**src/rtl/conv_encoder.sv**
```systemverilog
// Rate-1/2 convolutional encoder, one coded symbol per information bit plus K-1 tail symbols per frame.
// Latency: one cycle from input accept to out_valid; single output register, full throughput.
// Backpressure: out_valid & !out_ready freezes out_sym and all state; in_ready drops until the sink takes it.
module conv_encoder #(
    parameter int             N_BITS = 140,
    parameter int             K      = 7,
    parameter logic [K-1:0]   G0     = 7'o171,
    parameter logic [K-1:0]   G1     = 7'o133
) (
    input  logic       clk,
    input  logic       reset_n,
    input  logic       start,
    input  logic       in_bit,
    input  logic       in_valid,
    output logic       in_ready,
    output logic [1:0] out_sym,
    output logic       out_valid,
    input  logic       out_ready,
    output logic       busy,
    output logic       done
);

    localparam int CW = $clog2(N_BITS + K);

    typedef enum logic [1:0] {IDLE, ENC, TAIL, FLUSH} state_t;

    state_t         state;
    logic [K-2:0]   sr;
    logic [CW-1:0]  cnt;

    logic           adv;
    logic           push_bit;
    logic [K-1:0]   v;
    logic [1:0]     sym_nxt;

    // The output register can take a new symbol when empty or being drained this cycle.
    assign adv      = !out_valid || out_ready;
    assign in_ready = (state == ENC) && adv;

    // Tail bits are self-injected zeros; v[K-1] is the newest bit, v[0] the oldest.
    assign push_bit = (state == TAIL) ? 1'b0 : in_bit;
    assign v        = {push_bit, sr};
    assign sym_nxt  = {^(v & G0), ^(v & G1)};

    always_ff @(posedge clk or negedge reset_n) begin
        if (!reset_n) begin
            state     <= IDLE;
            sr        <= '0;
            cnt       <= '0;
            out_sym   <= 2'b00;
            out_valid <= 1'b0;
            busy      <= 1'b0;
            done      <= 1'b0;
        end else begin
            done <= 1'b0;
            case (state)
                IDLE: begin
                    if (start) begin
                        state <= ENC;
                        sr    <= '0;
                        cnt   <= '0;
                        busy  <= 1'b1;
                    end
                end
                ENC: begin
                    if (in_valid && in_ready) begin
                        out_sym   <= sym_nxt;
                        out_valid <= 1'b1;
                        sr        <= v[K-1:1];
                        if (cnt == CW'(N_BITS - 1)) begin
                            cnt   <= '0;
                            state <= TAIL;
                        end else begin
                            cnt <= cnt + CW'(1);
                        end
                    end else if (out_ready) begin
                        out_valid <= 1'b0;
                    end
                end
                TAIL: begin
                    if (adv) begin
                        out_sym   <= sym_nxt;
                        out_valid <= 1'b1;
                        sr        <= v[K-1:1];
                        if (cnt == CW'(K - 2)) begin
                            cnt   <= '0;
                            state <= FLUSH;
                        end else begin
                            cnt <= cnt + CW'(1);
                        end
                    end
                end
                FLUSH: begin
                    // Last tail symbol is sitting in the output register.
                    if (out_valid && out_ready) begin
                        out_valid <= 1'b0;
                        state     <= IDLE;
                        busy      <= 1'b0;
                        done      <= 1'b1;
                    end
                end
                default: state <= IDLE;
            endcase
        end
    end

endmodule

```
**config.mk**
```make
export PLATFORM = sky130hd
export DESIGN_NAME = conv_encoder
export DESIGN_NICKNAME = d
export VERILOG_FILES = /design/src/rtl/conv_encoder.sv
export SDC_FILE = /design/constraint.sdc
export NUM_CORES = 1
export LEC_CHECK = 0
export BUFFER_PORTS_ARGS = -buffer_cell sky130_fd_sc_hd__clkbuf_2
export CAP_MARGIN = 15
export CORE_UTILIZATION = 51
export DETAILED_ROUTE_END_ITERATION = 8
export HOLD_SLACK_MARGIN = 0.12
export PLACE_DENSITY = 0.73
export SLEW_MARGIN = 20
export SYNTH_ARGS = -nofsm -noshare
export SYNTH_HDL_FRONTEND = slang
export SYNTH_SLANG_ARGS = --single-unit
```
**constraint.sdc**
```tcl
create_clock -name clk -period 2.04 [get_ports clk]
set_input_delay 0.204 -clock clk [delete_from_list [all_inputs] [get_ports clk]]
set_output_delay 0.204 -clock clk [all_outputs]
set_load 0.1 [all_outputs]
```
==> run metrics <==
Worst Hold Class=input port to flip-flop; drt total wl=2660 um; CTS Buf Count=3; gr busiest metal=met2; CTS clk-pin slew, worst paths=around 0.12 ns; final setup vio count=0; fin crit period=1.99 ns; Root Driver=clkbuf_4; Initial DRT Pass Iterations=4; grt total ovfl=0; top cell type's share of synthesized area=0.434; share of cells above drive strength 1=0.279; drt via density=~5.6; first-pass GRT wire length=4530 um; Die Ht=50.7 um; Avg Inst Size Synth=between 9 and 10 um^2; GR Util met1=0.292; Worst Path Required=2.29 ns; All-Layer GR Usage=0.242; critical path launch point type=flip-flop; Clock Sinks=21; Slew Viols, Final=0; outcome=finished, final reports clean; fill count=190; leading area contributor after synthesis=dfrtp_1; initial core utilization=0.542; CTS tree=done; FF+latch area=around 530 um^2; sequential area share after synthesis=0.434; EDFF count, synth=0; io pins=12; Synth cell types=35; worst setup margin=0.0496 ns; ys async rst share=1.00; worst hold margin=approximately 0.15 ns; worst-path fanout max=4; met3 Use GR=0.0545; H-Tree Depth=1; Post-DRT Antenna Nets=0; Die W=approximately 50 um; Final Cell Area=1480 um^2; post-synth net total=139; PortBufs=11; area grow syn2layout=22.0%; Worst setup EP type=flip-flop; global routing met2 resource utilization=0.424; pre-CTS setup slack=-0.0363 ns; placed cell areas=1370 um^2; MaxCap Viol Count=0; Main synth FF type=dfrtp_1; clock latency on the worst-skew pair=0.32 ns; DRC=0; worst setup path class=flip-flop to flip-flop; Slew headroom=0.643; Multi-input gate area=681 um^2; Antenna Cells=0; Cells after Synth=126; Core Area=2230 um^2; cell area after synthesis=about 1200 um^2; largest cells by area after synthesis=dfrtp_1 (43%), ha_1 (7.2%), nand2_1 (4.7%); routability cong.=0.807; final cycle utilization of the critical path=0.976; Final Net Count=168; # placed instances=between 150 and 200; Layout Cells excl Fill=182; largest net degree at the start of global routing=22; Iteration-0 DRC Markers=13; Synth Register Bits=21; Clock Path Buffers=2; CP arrival=2.24 ns; vias in the first global route=1028; post-DP HPWL=1870 um; Vias=approximately 1000; area of the die=2570 um^2; num rows=17; Worst Max-Slew Pin Slew=approximately 0.54 ns; Fin. Hold Viols=0; Routed WL per cell=~15 um; Clock Skew=~0.0085 ns; fmax=502 MHz; Synth Warn #=0; initial antenna violation count=0
critical path, stage by stage, from the launching register on:
cell and delay [ns]:
dfrtp_1 0.39, inv_2 0.08, ha_4 0.27, nor2_1 0.04
a211o_1 0.27, or2_1 0.27, or4_4 0.52, o211ai_2 0.07
timing repair:
| action | in CTS | in global routing |
|---|---|---|
| resized for setup | 2 | 7 |
| setup endpoints to repair | 7 | 9 |
| pin swaps | 0 | 5 |
| setup buffers | 2 | 2 |
| hold buffers | 2 | 0 |
| hold endpoints to repair | 22 | 0 |
synth_stat cells (2+ instances only):
cell type,number
xnor2_1,3
nand3_1,8
nand2_1,15
o21ai_0,9
a22o_1,4
and3_1,4
nand2b_1,3
nor2b_1,7
inv_1,4
mux2_2,3
clkbuf_2,2
xor2_1,2
ha_1,7
dfrtp_1,21
nor2_1,7
nor3_1,2
a21oi_1,4
mux2i_1,4
state kept, by name, summed over array words and instances (netlist names):
register   flops
state          2
cnt            8
out_sym        2
sr             6
out_valid      1
busy           1
done           1
final timing paths:
| path | start | to | slack (ns) | cells after the start |
|---|---|---|---|---|
| max | state[0] | cnt[7] | 0.05 | 7 |
| min | in_bit | sr[5] | 0.15 | 3 |
| max reg2reg | state[0] | cnt[7] | 0.05 | 7 |
| min reg2reg | sr[2] | sr[2] | 0.49 | 2 |
| max in group asynchronous | reset_n | out_valid | 1.27 | 2 |
| min in group asynchronous | reset_n | cnt[1] | 0.38 | 2 |
per-stage QoR:
stage                     setup TNS [ns]   util
after global placement                 0  0.613
after global routing             -0.0515  0.661
after floorplan                        0      -
final                                  0  0.661
after CTS                              0  0.643
after detailed placement         -0.0813  0.613
area by class of cell:
| type | instances | share of cell area |
|---|---|---|
| repair buffers | 28 | 0.129 |
| multi-input cells | 97 | 0.461 |
| inverters | 4 | 0.0102 |
| clock buffers | 4 | 0.0178 |
| flip-flops and latches | 21 | 0.358 |
| well taps | 28 | 0.0237 |
placed cells by master (no fill, tap or decap), types with 2 or more instances in the layout:
master         netlist  layout
ha_1                 7       5
nor3_1               2       2
dlygate4sd3_1        0       2
a21oi_1              4       4
a22o_1               4       4
nand3_1              8       8
xnor2_1              3       3
o21ai_0              9       8
nor2_1               7       5
inv_1                4       2
clkbuf_4             0       3
nor2_2               0       2
mux2_2               3       3
dfrtp_1             21      20
clkbuf_2             2      10
inv_2                0       2
nand2_1             15      15
xor2_1               2       2
nor2b_1              7       7
and3_1               4       4
buf_4                0      16
mux2i_1              4       4
logic make-up after synthesis:
group	share of synthesized area
AOI/OAI and AO/OA	0.140
xor gates and xnor gates	0.0362
adders and majority gates	0.0724
buffers and inverters	0.0279
DFF	0.434
muxes	0.0610
and+or+nand+nor	0.229
per-layer routing:
layer | up-vias | part of all wire | wire (um)
li1 | 504 | - | -
met1 | 507 | 0.47 | 1240
met2 | 12 | 0.50 | 1330
met3 | 3 | 0.024 | 64
met4 | 0 | 0.0086 | 23
met5 | - | 0 | 0
Power is not shown: default switching activity piles up to over one toggle a cycle in this logic, so the estimate is an artifact.
